<file path="config.mk">
export PLATFORM = sky130hd
export DESIGN_NAME = game_ctrl
export DESIGN_NICKNAME = d
export VERILOG_FILES = /design/src/rtl/game_ctrl.sv
export SDC_FILE = /design/constraint.sdc
export NUM_CORES = 1
export LEC_CHECK = 0
export BUFFER_PORTS_ARGS = -buffer_cell sky130_fd_sc_hd__buf_4
export CORE_ASPECT_RATIO = 1.4
export CORE_UTILIZATION = 57
export CTS_CLUSTER_DIAMETER = 120
export DETAILED_ROUTE_END_ITERATION = 16
export GPL_TIMING_DRIVEN = 0
export PLACE_DENSITY_LB_ADDON = 0.15
export RECOVER_POWER = 100
export SLEW_MARGIN = 20
export SYNTH_ARGS = -nofsm -noshare
export SYNTH_HDL_FRONTEND = slang
export SYNTH_SLANG_ARGS = --single-unit
</file>
<file path="constraint.sdc">
create_clock -name clka -period 4.3 [get_ports clka]
set_input_delay 0.86 -clock clka [delete_from_list [all_inputs] [get_ports clka]]
set_output_delay 0.86 -clock clka [all_outputs]
set_load 0.05 [all_outputs]
</file>
<file path="src/rtl/game_ctrl.sv">
// game_ctrl: master sequencer for the minesweeper datapath (dp).
// Issues one-hot commands (start/load/decode/alu/display), forwards the
// user's cell index, waits on dp done handshakes, and tracks the game
// result and move count. A watchdog faults out of any hung wait state.
//
// Ports:
//   clka, restart                 clock, async active-high reset
//   new_game, guess_valid/data    user requests
//   place_done, alu_done,
//   display_done, gameover, win   dp handshakes and result flags
//   guess_ready                   guess accepted this cycle (WAIT_IN)
//   start/load/decode/alu/display one-hot dp command strobes
//   data                          latched guess index to dp
//   bad_input                     one-cycle pulse on rejected guess
//   game_active, won, move_count  game status
//   fault, state                  watchdog fault flag, debug state code
//
// state   | meaning
// IDLE    | waiting for new_game (fault=1 here means watchdog tripped)
// PLACE   | dp placing mines, wait for place_done
// WAIT_IN | waiting for a user guess
// LOAD    | one-cycle load command
// DECODE  | one-cycle decode command
// ALU     | dp evaluating the guess, wait for alu_done
// DISPLAY | dp updating display, wait for display_done
// OVER    | game finished, result held in won
module game_ctrl #(
    parameter int NCELLS  = 25,
    parameter int TIMEOUT = 200,
    parameter int TW      = 8
) (
    input  logic       clka,
    input  logic       restart,
    input  logic       new_game,
    input  logic       guess_valid,
    input  logic [4:0] guess_data,
    input  logic       place_done,
    input  logic       alu_done,
    input  logic       display_done,
    input  logic       gameover,
    input  logic       win,
    output logic       guess_ready,
    output logic       start,
    output logic       load,
    output logic       decode,
    output logic       alu,
    output logic       display,
    output logic [4:0] data,
    output logic       bad_input,
    output logic       game_active,
    output logic       won,
    output logic [4:0] move_count,
    output logic       fault,
    output logic [2:0] state
);

    typedef enum logic [2:0] {
        S_IDLE    = 3'd0,
        S_PLACE   = 3'd1,
        S_WAIT_IN = 3'd2,
        S_LOAD    = 3'd3,
        S_DECODE  = 3'd4,
        S_ALU     = 3'd5,
        S_DISPLAY = 3'd6,
        S_OVER    = 3'd7
    } state_t;

    localparam logic [4:0]    NCELLS_L = 5'(NCELLS);
    localparam logic [TW-1:0] WD_LAST  = TW'(TIMEOUT - 1);

    state_t        state_r;
    state_t        nxt;
    logic [TW-1:0] wd_cnt;
    logic          wd_expire;
    logic          wd_fire;
    logic          guess_ok;

    assign state     = state_r;
    assign guess_ok  = (guess_data < NCELLS_L);
    // wd_cnt holds (cycles spent in state - 1), so this marks the last allowed cycle
    assign wd_expire = (wd_cnt == WD_LAST);

    always_comb begin
        nxt     = state_r;
        wd_fire = 1'b0;
        case (state_r)
            S_IDLE:    if (new_game) nxt = S_PLACE;
            S_PLACE: begin
                if (place_done)     nxt = S_WAIT_IN;
                else if (wd_expire) begin nxt = S_IDLE; wd_fire = 1'b1; end
            end
            S_WAIT_IN: begin
                if (new_game)                     nxt = S_PLACE;
                else if (guess_valid && guess_ok) nxt = S_LOAD;
            end
            S_LOAD:    nxt = S_DECODE;
            S_DECODE:  nxt = S_ALU;
            S_ALU: begin
                if (alu_done)       nxt = gameover ? S_OVER : S_DISPLAY;
                else if (wd_expire) begin nxt = S_IDLE; wd_fire = 1'b1; end
            end
            S_DISPLAY: begin
                if (display_done)   nxt = S_WAIT_IN;
                else if (wd_expire) begin nxt = S_IDLE; wd_fire = 1'b1; end
            end
            S_OVER:    if (new_game) nxt = S_PLACE;
            default:   nxt = S_IDLE;
        endcase
    end

    // Outputs are decoded from the next state so they are registered yet
    // line up with the state they describe.
    always_ff @(posedge clka or posedge restart) begin
        if (restart) begin
            state_r     <= S_IDLE;
            wd_cnt      <= '0;
            guess_ready <= 1'b0;
            start       <= 1'b0;
            load        <= 1'b0;
            decode      <= 1'b0;
            alu         <= 1'b0;
            display     <= 1'b0;
            data        <= '0;
            bad_input   <= 1'b0;
            game_active <= 1'b0;
            won         <= 1'b0;
            move_count  <= '0;
            fault       <= 1'b0;
        end else begin
            state_r     <= nxt;
            guess_ready <= (nxt == S_WAIT_IN);
            start       <= (nxt == S_PLACE);
            load        <= (nxt == S_LOAD);
            decode      <= (nxt == S_DECODE);
            alu         <= (nxt == S_ALU);
            display     <= (nxt == S_DISPLAY);
            game_active <= (nxt inside {S_WAIT_IN, S_LOAD, S_DECODE, S_ALU, S_DISPLAY});
            bad_input   <= (state_r == S_WAIT_IN) && !new_game && guess_valid && !guess_ok;

            if (nxt != state_r)
                wd_cnt <= '0;
            else if (state_r inside {S_PLACE, S_ALU, S_DISPLAY})
                wd_cnt <= wd_cnt + 1'b1;

            if (state_r == S_WAIT_IN && nxt == S_LOAD)
                data <= guess_data;

            if (state_r == S_ALU && alu_done && gameover)
                won <= win;

            if (state_r == S_DISPLAY && display_done && move_count != 5'd31)
                move_count <= move_count + 5'd1;

            if (wd_fire)
                fault <= 1'b1;

            if (nxt == S_PLACE && state_r != S_PLACE) begin
                move_count <= '0;
                won        <= 1'b0;
                fault      <= 1'b0;
            end
        end
    end

endmodule
</file>
### After elaboration in Yosys (flattened, before gate mapping)

Cells that the tools add are included.
Widths: inputs -> output; s select.

| cells by class | value |
|---|---|
| add/sub/neg operators | 2 |
| $lt $le $gt $ge | 1 |
| eq/ne operators | 17 |
| multiplexer cells | 22 |
| reductions and logical operators | 20 |

Operator list:

| cell | number |
|---|---|
| $eq 3x3->1 const B | 7 |
| $mux 3 | 7 |
| $pmux 3 s7 | 1 |
| $mux 8 | 2 |
| $eq 3x2->1 const B | 4 |
| $logic_and 1x1->1 | 10 |
| $mux 5 | 2 |
| $mux 1 | 9 |
| $add 8x1->8 const B | 1 |
| $eq 8x8->1 const B | 1 |
| $reduce_bool 2->1 | 4 |
| $eq 3x1->1 const B | 2 |
| $add 5x1->5 const B | 1 |
| $lt 5x5->1 const B | 1 |
| $ne 5x5->1 const B | 1 |
| $reduce_bool 5->1 | 1 |
| $logic_not 3->1 | 1 |
| $ne 3x1->1 const B | 1 |
| $ne 3x3->1 | 1 |
| $pmux 1 s3 | 1 |
| $reduce_bool 3->1 | 1 |
| $logic_not 1->1 | 2 |
| $reduce_or 2->1 | 1 |

| word-level totals | value |
|---|---|
| register bits after elaboration | 31 |
| bits of input ports | 14 |
| output and inout port bits | 23 |
| logic and storage cells | 76 |

### Depth between registers and ports, before layout

Gate-level depths: netlist of the first run.

| depth | value |
|---|---|
| depth in word-level cells | 8 |
| gate-level depth with buffers | 7 |
| gate-level depth less buffers | 7 |

### Worst setup path after synthesis of the first run

Ideal clock, no wire load.

| path | value |
|---|---|
| path kind | input to register |
| from | input guess_data[1] |
| to | register data[0] |
| setup time | 0.125 ns |
| arrival | 2.401 ns |
| data required time | 4.175 ns |
| slack | 1.774 ns |
| cell stages on the path | 5 |
| path buffers | 0 |
| path through | o311ai_0 -> a31oi_1 -> o211a_2 -> nor4b_4 -> mux2_4 |

| between the ends | value |
|---|---|
| longest elaborated chain between the ends | 7 |

RTL lines:

| element | RTL line | RTL |
|---|---|---|
| start, declared | 36 | `input logic [4:0] guess_data,` |
| $lt 5x5->1 | 79 | `assign guess_ok = (guess_data < NCELLS_L);` |
| $logic_and 1x1->1 | 94 | `else if (guess_valid && guess_ok) nxt = S_LOAD;` |
| $mux 3 | 94 |  |
| $mux 3 | 93 | `if (new_game) nxt = S_PLACE;` |
| $pmux 3 s7 | 86 | `case (state_r)` |
| $eq 3x2->1 | 145 | `if (state_r == S_WAIT_IN && nxt == S_LOAD)` |
| $logic_and 1x1->1 | 145 |  |
| end signal, assigned | 146 | `data <= guess_data;` |
| end, declared | 48 | `output logic [4:0] data,` |

No other way between the ends.
A chain may end at the register's enable or synchronous reset.

### Worst setup path in the final report of the first run

| path | value |
|---|---|
| from | input guess_data[2] |
| to | register move_count[1] |

| between the ends | value |
|---|---|
| longest elaborated chain between the ends | 8 |
| elaborated cells on any way between the ends | 9 |
| classes of those cells | order compare: 1; eq/ne: 1; mux: 4; reduce/logical: 3 |

RTL lines:

| element | RTL line | RTL |
|---|---|---|
| $lt 5x5->1 * | 79 |  |
| $logic_and 1x1->1 * | 94 |  |
| $mux 3 * | 94 |  |
| $mux 3 * | 93 |  |
| $pmux 3 s7 * | 86 |  |
| $eq 3x1->1 * | 157 | `if (nxt == S_PLACE && state_r != S_PLACE) begin` |
| $logic_and 1x1->1 * | 157 |  |
| $mux 5 / $reduce_bool 2->1 (equally long branches) | n/a |  |
| end signal, assigned | 152 | `move_count <= move_count + 5'd1;` |
| end, declared | 52 | `output logic [4:0] move_count,` |

Mark *: on every way between the ends. The rest lies on a longest branch, timed or not.

==> out/results.ini, run 1 <==
[status]
run_status = finished clean

[logic_synthesis]
synth_cell_type_count = 50
mappedNetlistNets = 173
asyncSetResetFlopFracSynth_pct = 100
synth-compound-area-share_pct = 14.1
synth-seq-area-share_pct = 46.2
ys_warn_count = 0
post_synth.cell_area_avg_um2 = 10.8
ys_seq_elements = 31
yosysMostFrequentCell = dfrtp_1
synthDominantAreaCellType = dfrtp_1
synth_top_family_by_area = simple AND/OR/NAND/NOR gates
post_synth_simple_gate_area_pct = 22.2
synth_top_cells_by_count = dfrtp_1 (31), nor2_1 (19), nand2_1 (14), xor2_1 (6)
ys.flop_type = dfrtp_1
netlist_top_cells_area = dfrtp_1 (46%), mux2_4 (4.5%), nor2_1 (4.2%)
synthAdderAreaFrac_pct = 2.23
mappedNetlistArea_mm2 = 0.00168
synth_enable_flop_cells = 0
synth_top_area_share_pct = 46.2
post_synth_inst_count = 156
muxShareOfSynthArea_pct = 7.00
synth_xor_area_share_pct = 5.73

[place]
detailed_place_hpwl_um = 2860
portBuffers = 36
gp_congestion = 0.871
placed_instance_area_mm2 = 0.00200
cells_after_dpl = 228

[pwr]
pwr-share-seq_pct = 30.1
combPwrFrac_pct = 58.9
power-per-cell-area_mw_per_mm2 = 718
clockPowerShare_pct = 11.0
power.switching_fraction_pct = 52.7
switching_power_uw = 721
p_leak_nw = 0.857
max-vdd-ir-drop_v = 0.000610
post_layout_total_power_mw = 1.37
p_int_uw = 647

[route]
route.detailed.drc = 0
via_count = 1410
postRouteWirelength_um = 3900
antenna_nets_post_route = 0
detail_route.wl_per_cell_um = 16.6
drt_pre_antenna_iters = 4
viasPerCell = 6.03
initialDrtViolationCount = 45

[timing]
worst_slew_margin_rel_pct = 23.5
final_hold_viol_count = 0
timing.clock.skew_ns = 0.00673
max_freq_ghz = 0.352
final-max-slew-violation-count = 0
layout_worst_path_cycle_share_pct = 66.2
worst-slew-pin-transition_ns = 1.14
setup-violations-final = 0
grt_setup_unrepaired = false
fin_setup_tns_ns = 0
min_period_ns = 2.84

[floorplanning]
fp.dieH_um = 66.2
fp-row-count = 22
initial_cell_density_of_the_core_pct = 62.3
boundaryPins = 37
die_w_um = 47.9
fp.coreArea_mm2 = 0.00270
die_area_mm2 = 0.00317

[worst_hold_path]
worst_hold_stages = 1
timing.hold.worst_endpoint = data[2]$_DFFE_PP0P_
min_path_type = register to register
hold_path.startpoint = data[2]$_DFFE_PP0P_

[global_route]
first_global_vias = 1438
antenna_found_initial = 0
grt_max_degree = 32
grt_pass1_wl_um = 6410
grt-ovfl-total = 0
global_route.usage.total_pct = 28.9

[setup_path]
setup.worst_path.end_class = register
setup.worst_path.class = input pin to register
crit_arrival_ns = 3.01
regToRegSetupSlack_ns = 1.53
critPathRequiredTime_ns = 4.46
worst-r2r-cell-count = 7
r2r_start = state[2]$_DFF_PP0_
start_kind = input pin
critical_path_peak_fanout = 7
rr_endpoint = move_count[1]$_DFFE_PP0P_

[layout]
syn2layout_area_growth_pct = 13.3
finalNonFillerCells = 234
num-fill-cells = 244
final_net_count = 216
num_antenna_cells = 0
finalInstanceArea_mm2 = 0.00190
drive_above_1_share_pct = 13.6

[clock_tree]
hold_buffers = 0
worst_setup_hold_path_clk_slew_ns = 0.09
tritoncts.num_buffers = 5
cts_resized = 0
clk_root_buffer_cell = clkbuf_4
insertion_delay_ns = 0.32
tritoncts_sink_count = 31
post_cts_buffers = 0
cts_tree = built
clock_tree.htree_level_count = 2
clock_path_buffers = 2

[flow_run]
max_cap_violations = 0

[cell usage in the layout (no fill, tap or decap), types with 2 or more instances in the layout]
| master | count |
|---|---|
| dfrtp_1 | 31 |
| clkbuf_1 | 26 |
| nor2_1 | 20 |
| nand2_1 | 14 |
| buf_4 | 12 |
| mux2_1 | 6 |
| xor2_1 | 6 |
| clkbuf_4 | 6 |
| xnor2_1 | 5 |
| inv_1 | 4 |
| o2111ai_1 | 4 |
| nor3b_1 | 4 |
| buf_2 | 3 |
| nor2b_1 | 3 |
| a31oi_1 | 3 |
| a211oi_1 | 3 |
| o21ai_0 | 3 |
| and3_1 | 3 |
| ha_1 | 3 |
| nor3_1 | 2 |
| o21a_1 | 2 |
| and3b_1 | 2 |
| nand3_1 | 2 |
| a21oi_1 | 2 |
| nor4_1 | 2 |
| mux2i_1 | 2 |
| nand4_1 | 2 |
| o22ai_1 | 2 |
[kinds of logic (layout without fill, tap and decap cells)]
| group | after synthesis | in the layout |
|---|---|---|
| compound gates | 31 | 31 |
| mux | 9 | 9 |
| buf+inv | 9 | 51 |
| simple gates | 62 | 62 |
| flops | 31 | 31 |
| xor+xnor | 11 | 11 |
| fa+ha+maj | 3 | 3 |
[worst max path at each step]
stage          depth (start not counted)           from                         to
2_1_floorplan                          5  guess_data[1]        data[0]$_DFFE_PP0P_
3_3_place_gp                           6  guess_data[1]        data[4]$_DFFE_PP0P_
3_5_place_dp                           6  guess_data[1]        data[4]$_DFFE_PP0P_
4_1_cts                                6  guess_data[1]        data[3]$_DFFE_PP0P_
5_1_grt                                6  guess_data[1]          fault$_DFFE_PP0P_
6_report                               6  guess_data[2]  move_count[1]$_DFFE_PP0P_
[sequential cells by signal, summed over array words and instances (netlist names)]
name	cells
bad_input	1
won	1
state	3
alu	1
wd_cnt	8
display	1
load	1
game_active	1
fault	1
decode	1
start	1
move_count	5
data	5
guess_ready	1
[power by group through the flow]
stage | logic, mW | clock network, mW | registers [mW]
2_1_floorplan | 0.444 | 0 | 0.649
3_3_place_gp | 0.884 | 0 | 0.414
3_5_place_dp | 0.910 | 0 | 0.421
4_1_cts | 0.914 | 0.152 | 0.416
5_1_grt | 0.856 | 0.160 | 0.421
6_report | 0.806 | 0.151 | 0.411
[layout make-up]
class                      instances  area, um2  area share [%]
clock buffer                       6       41.3            2.17
multi-input combinational        116        821            43.1
timing repair buffer              36        180            9.46
sequential                        31        776            40.7
inverter                           4       15.0           0.788
buffer                             5       26.3            1.38
tap                               36       45.0            2.37
[routing by layer]
metal,part of all wire (%),global-route usage (%),routed length (um),vias to the layer above
li1,-,-,-,654
met3,5.6,8.47,218,5
met1,39,31.8,1520,700
met4,1.4,11.5,55,0
met5,0,0,0,-
met2,54,49.3,2100,51
[worst max-delay path: stages]
cell      delay [ns]
buf_4           0.11
o311ai_0        0.55
a31oi_1         0.21
o211a_1         0.26
nor4_1          0.88
nor2_1          0.14
[stage by stage]
step | util, % | setup slack [ns] | hold slack [ns]
after CTS | 75.5 | 1.62 | 0.524
after global routing | 70.6 | 1.30 | 0.530
after detailed placement | 74.0 | 1.29 | 0.501
after floorplan | - | 1.77 | 0.516
after global placement | 74.0 | 1.30 | 0.497
final | 70.6 | 1.46 | 0.498
No activity file was read; power rests on OpenSTA's default activity.
==> run 2, diff against run 1 <==
- CORE_UTILIZATION: 57 -> 53
- clock period: 4.3 -> 2.8 ns (I/O delays scaled with it)
==> run 2 against run 1 <==
Compared with the run above:
- count of clock-buffer cells in the layout stayed put
- first-iteration DRC count decreased by 11%
- power rose by 77%
- critical path type is now register to register
==> out/results.ini, run 2 (synthesized netlist as in run 1, its figures left out) <==
[clock_tree]
hold_buffers = 0  ; unchanged
cts_resized = 0  ; unchanged
tritoncts_sink_count = 31  ; unchanged
clk_root_buffer_cell = clkbuf_8
worst_setup_hold_path_clk_slew_ns = 0.07  ; -0.02 ns
clock_tree.htree_level_count = 2  ; unchanged
cts_tree = built
insertion_delay_ns = 0.29  ; -0.03 ns
tritoncts.num_buffers = 5  ; unchanged
post_cts_buffers = 0  ; unchanged
clock_path_buffers = 2  ; unchanged

[flow_run]
max_cap_violations = 0  ; unchanged

[layout]
syn2layout_area_growth_pct = 20.3
largest-register = wd_cnt
layout.cells.most_common_list = dfrtp_1 (31), clkbuf_1 (26), nor2_1 (19)
finalInstanceArea_mm2 = 0.00202  ; +6.2%
largest_register_ffs = 8  ; unchanged
num_antenna_cells = 0  ; unchanged
mostFrequentLayoutCell = dfrtp_1
final_net_count = 216  ; unchanged
biggestRegsByFlops = wd_cnt (8), data (5), move_count (5)
drive_above_1_share_pct = 19.5  ; +5.9 points

[setup_path]
regToRegSetupSlack_ns = 0.18  ; -1.35 ns
cp_top_family = simple AND/OR/NAND/NOR gates
crit_arrival_ns = 2.79  ; -0.22 ns
setup.worst_path.end_class = register
critPathSlowestCell = nor4b_4
critical_path_peak_fanout = 7  ; unchanged
critical_path.max_stage_delay_ns = 0.56  ; -0.32 ns
r2r_start = state[0]$_DFF_PP0_
start_kind = register
worst-r2r-cell-count = 5  ; -2
cp_num_buf_inv = 0  ; -1
critPathRequiredTime_ns = 2.97  ; -1.49 ns
rr_endpoint = data[0]$_DFFE_PP0P_
cp_cell_sequence = nor2b_1 > o2111ai_1 > o211a_2 > nor4b_4 > mux2_4
setup.worst_path.class = register to register

[timing]
fin_setup_tns_ns = 0  ; unchanged
layout_worst_path_cycle_share_pct = 93.5
hold-worst-slack_ns = 0.512  ; +0.0142 ns
grt_setup_unrepaired = false
setup-violations-final = 0  ; unchanged
final-max-slew-violation-count = 0  ; unchanged
worst-slew-pin-transition_ns = 1.19  ; +0.0474 ns
timing.clock.skew_ns = 0.00610  ; -0.000624 ns
max_freq_ghz = 0.382
worst_slew_margin_rel_pct = 20.5  ; -3.0 points
min_period_ns = 2.62
final_hold_viol_count = 0  ; unchanged

[place]
gp_congestion = 0.894  ; +2.7%
portBuffers = 36  ; unchanged
detailed_place_hpwl_um = 2880  ; +0.74%
placed_instance_area_mm2 = 0.00200  ; about the same

[route]
viasPerCell = 5.84  ; -3.1%
postRouteWirelength_um = 4210  ; +8.0%
via_count = 1384  ; -1.8%
route.detailed.drc = 0  ; unchanged
drt_pre_antenna_iters = 4  ; unchanged
detail_route.wl_per_cell_um = 17.7  ; +6.6%
initialDrtViolationCount = 40  ; -11%
antenna_nets_post_route = 0  ; unchanged

[worst_hold_path]
hold_path.startpoint = guess_data[3]
worst_hold_stages = 2  ; +1
min_path_type = input pin to register
timing.hold.worst_endpoint = data[3]$_DFFE_PP0P_

[floorplanning]
initial_cell_density_of_the_core_pct = 57.2  ; -5.0 points
die_w_um = 49.6  ; +3.5%
fp.coreArea_mm2 = 0.00294  ; +8.8%
fp.dieH_um = 68.6  ; +3.6%
fp-row-count = 23  ; +4.5%
boundaryPins = 37  ; unchanged
die_area_mm2 = 0.00340  ; +7.3%

[pwr]
post_layout_total_power_mw = 2.42  ; +77%
max-vdd-ir-drop_v = 0.000998  ; +64%
p_leak_nw = 0.926  ; +8.0%
power-per-cell-area_mw_per_mm2 = 1200  ; +66%

[global_route]
first_global_vias = 1400  ; -2.6%
global_route.usage.total_pct = 27.4  ; -1.5 points
antenna_found_initial = 0  ; unchanged
grt-ovfl-total = 0  ; unchanged
grt_max_degree = 32  ; unchanged
grt_pass1_wl_um = 6710  ; +4.6%

[status]
run_status = finished clean

==> run 2: worst max path at each step <==
stage          depth (start not counted)                   to  slack (ns)          startpoint
3_3_place_gp                           6  data[1]$_DFFE_PP0P_        0.14       guess_data[1]
6_report                               5  data[0]$_DFFE_PP0P_        0.18  state[0]$_DFF_PP0_
4_1_cts                                5  data[0]$_DFFE_PP0P_        0.24  state[0]$_DFF_PP0_
3_5_place_dp                           6  data[0]$_DFFE_PP0P_        0.08       guess_data[1]
2_1_floorplan                          7  data[0]$_DFFE_PP0P_        0.36  state[2]$_DFF_PP0_
5_1_grt                                6  data[3]$_DFFE_PP0P_        0.04  state[0]$_DFF_PP0_
==> run 2: layout make-up <==
cell class / instances / area (um2)
inverters: 4 / 15.0
clock buffers: 6 / 82.6
clock inverters: 2 / 35.0
fillers: 255 / 913
repair buffers: 36 / 184
multi-input cells: 116 / 862
plain buffers: 5 / 21.3
well taps: 37 / 46.3
flip-flops and latches: 31 / 776
==> run 2: metrics by stage <==
| step | instances | util [%] | setup WS, ns |
|---|---|---|---|
| after global routing | 237 | 68.9 | 0.0438 |
| after CTS | 237 | 72.0 | 0.237 |
| final | 237 | 68.9 | 0.183 |
| after global placement | 229 | 68.0 | 0.138 |
| after detailed placement | 229 | 68.0 | 0.0822 |
| after floorplan | 156 | - | 0.357 |
==> run 2: per-layer routing <==
| layer | GRT usage, % | vias up | part of all wire [%] |
|---|---|---|---|
| li1 | - | 656 | - |
| met1 | 28.2 | 687 | 39 |
| met2 | 51.5 | 31 | 55 |
| met3 | 5.48 | 10 | 3.4 |
| met4 | 15.7 | 0 | 3.0 |
| met5 | 0 | - | 0 |
==> run 2: where the power goes <==
part	switching (mW)	internal [mW]	total (mW)	leakage, nW
sequential	0.0754	0.564	0.639	0.410
clock	0.172	0.288	0.460	0.0612
combinational	0.925	0.392	1.32	0.455
total	1.17	1.24	2.42	0.926
==> run 3, diff against run 2 <==
--- a/config.mk
+++ b/config.mk
@@ -8,5 +8,6 @@
 export BUFFER_PORTS_ARGS = -buffer_cell sky130_fd_sc_hd__buf_4
 export CORE_ASPECT_RATIO = 1.4
-export CORE_UTILIZATION = 53
+export CORE_UTILIZATION = 56
+export CTS_BUF_LIST = sky130_fd_sc_hd__clkbuf_8
 export CTS_CLUSTER_DIAMETER = 120
 export DETAILED_ROUTE_END_ITERATION = 16
==> constraint.sdc (replaced) <==
create_clock -name clka -period 2.8 [get_ports clka]
set_input_delay 0.7 -clock clka [delete_from_list [all_inputs] [get_ports clka]]
set_output_delay 0.7 -clock clka [all_outputs]
set_load 0.05 [all_outputs]
==> run 3 against run 2 <==
Compared with the run above:
- clock power down 27%
- maximum frequency about the same
- global-route usage down 0.64 points
- via count up 0.72%
- count of clock-buffer cells in the layout down 1
- first-iteration DRC count down 40%
- power down 8.6%
- setup slack about the same
- clock skew up 0.0041 ns
- largest power group unchanged
- highest routed layer unchanged
==> out/results.ini, run 3 (synthesized netlist as in run 1, its figures left out) <==
[setup_path]
setup.worst_path.class = register to register
crit_arrival_ns = 2.78  ; about the same
start_kind = register
critPathSlowestCell = o32ai_1
critical_path_peak_fanout = 9  ; +2
setup.worst_path.end_class = register
cp_num_buf_inv = 0  ; unchanged
critical_path.max_stage_delay_ns = 0.99  ; +0.43 ns
critPathRequiredTime_ns = 2.97  ; about the same
cp_top_family = compound AO/OA/AOI/OAI gates
regToRegSetupSlack_ns = 0.18  ; about the same
cp_cell_sequence = ha_1 > nand4b_2 > nor2_2 > o32ai_1 > nor4b_4 > mux2_1

[layout]
mostFrequentLayoutCell = dfrtp_1
register_area_um2 = 776  ; unchanged
biggestRegsByFlops = wd_cnt (8), data (5), move_count (5)
syn2layout_area_growth_pct = 17.4
multiInputGateArea_um2 = 840  ; -2.6%
drive_above_1_share_pct = 18.0  ; -1.5 points
largest-register = wd_cnt
num-fill-cells = 254  ; -0.39%
layout.cells.most_common_list = dfrtp_1 (31), clkbuf_1 (23), nor2_1 (19)
num_antenna_cells = 0  ; unchanged
final_net_count = 216  ; unchanged
largest_register_ffs = 8  ; unchanged

[pwr]
post_layout_total_power_mw = 2.21  ; -8.6%
power-per-cell-area_mw_per_mm2 = 1120  ; -6.3%
max-vdd-ir-drop_v = 0.000921  ; -7.7%
p_leak_nw = 0.906  ; -2.1%

[route]
route.detailed.drc = 0  ; unchanged
viasPerCell = 5.88  ; +0.72%
postRouteWirelength_um = 3640  ; -13%
drt_pre_antenna_iters = 4  ; unchanged
via_count = 1394  ; +0.72%
initialDrtViolationCount = 24  ; -40%
antenna_nets_post_route = 0  ; unchanged
detail_route.wl_per_cell_um = 15.4  ; -13%

[global_route]
grt-ovfl-total = 0  ; unchanged
antenna_found_initial = 0  ; unchanged
grt_pass1_wl_um = 5970  ; -11%
global_route.usage.total_pct = 26.7  ; -0.64 points
first_global_vias = 1382  ; -1.3%
grt_max_degree = 32  ; unchanged

[clock_tree]
tritoncts_sink_count = 31  ; unchanged
clk_root_buffer_cell = clkbuf_8
post_cts_buffers = 0  ; unchanged
cts_tree = built
worst_setup_hold_path_clk_slew_ns = 0.07  ; about the same
cts_resized = 0  ; unchanged
tritoncts.num_buffers = 5  ; unchanged
hold_buffers = 0  ; unchanged
insertion_delay_ns = 0.28  ; about the same
clock_path_buffers = 2  ; unchanged
clock_tree.htree_level_count = 2  ; unchanged

[place]
detailed_place_hpwl_um = 2750  ; -4.5%
gp_congestion = 0.827  ; -7.4%
portBuffers = 36  ; unchanged

[timing]
worst_slew_margin_rel_pct = 20.6  ; +0.13 points
max_freq_ghz = 0.382  ; about the same
grt_setup_unrepaired = false
final-max-slew-violation-count = 0  ; unchanged
hold-worst-slack_ns = 0.492  ; -0.0201 ns
layout_worst_path_cycle_share_pct = 93.4  ; about the same
worst-slew-pin-transition_ns = 1.19  ; -0.00431 ns
timing.clock.skew_ns = 0.0102  ; +0.00406 ns
setup-violations-final = 0  ; unchanged
final_hold_viol_count = 0  ; unchanged
min_period_ns = 2.62  ; -0.000207 ns

[floorplanning]
die_w_um = 48.3  ; -2.6%
fp.coreArea_mm2 = 0.00285  ; -2.9%
die_area_mm2 = 0.00323  ; -5.2%
boundaryPins = 37  ; unchanged
fp.dieH_um = 66.8  ; -2.6%
fp-row-count = 23  ; unchanged
initial_cell_density_of_the_core_pct = 59.0  ; +1.7 points

[status]
run_status = finished clean

[flow_run]
max_cap_violations = 0  ; unchanged

[worst_hold_path]
min_path_type = register to register

[run 3: cell count changes in the layout (fill, tap and decap cells not counted), sizes merged]
cell,before,now
clkbuf,33,30
clkinvlp,0,1
inv,4,5
bufinv,1,0
buf,14,16
[run 3: where the power goes]
| part | leakage, nW | total [mW] | internal [mW] | switching, mW |
|---|---|---|---|---|
| registers | 0.410 | 0.635 | 0.564 | 0.0708 |
| logic | 0.451 | 1.24 | 0.361 | 0.879 |
| clock network | 0.0453 | 0.334 | 0.170 | 0.164 |
[run 3: worst paths after layout]
path / startpoint / to / cells after the start
min reg2reg: data[3]$_DFFE_PP0P_ / data[3]$_DFFE_PP0P_ / 1
max in group asynchronous: restart / wd_cnt[2]$_DFFE_PP0P_ / 2
min: data[3]$_DFFE_PP0P_ / data[3]$_DFFE_PP0P_ / 1
max: wd_cnt[0]$_DFFE_PP0P_ / data[2]$_DFFE_PP0P_ / 6
max reg2reg: wd_cnt[0]$_DFFE_PP0P_ / data[2]$_DFFE_PP0P_ / 6
min in group asynchronous: restart / move_count[3]$_DFFE_PP0P_ / 2
[run 3: cell type report]
class,instances,share of cell area (%)
multi-input combinational,116,42.5
tap,37,2.35
clock buffer,5,3.49
sequential,31,39.3
buffer,5,1.40
clock inverter,3,0.824
timing repair buffer,36,9.32
inverter,4,0.761
[run 3: worst register-to-register path, stage by stage (launching register included)]
cell	delay, ns
dfrtp_1	0.42
ha_1	0.27
nand4b_2	0.19
nor2_2	0.08
o32ai_1	1.00
nor4b_4	0.17
mux2_1	0.37
[run 3: metal layers]
metal  GRT usage, %  vias to the layer above  part of all wire, %
li1               -                      657                    -
met1           26.5                      689                   37
met2           47.0                       38                   55
met3           6.78                       10                  4.3
met4           14.6                        0                  3.0
met5              0                        -                    0
[run 3: through the flow]
step                      std cells  util, %  cell area, um2  setup TNS, ns  setup slack (ns)
final                           237     69.3            1970              0             0.183
after global routing            237     69.3            1970              0            0.0302
after CTS                       237     73.1            2080              0             0.214
after detailed placement        229     70.1            2000         -0.448           -0.0934
after global placement          229     70.1            2000        -0.0608           -0.0131
after floorplan                 156        -            1680              0             0.357
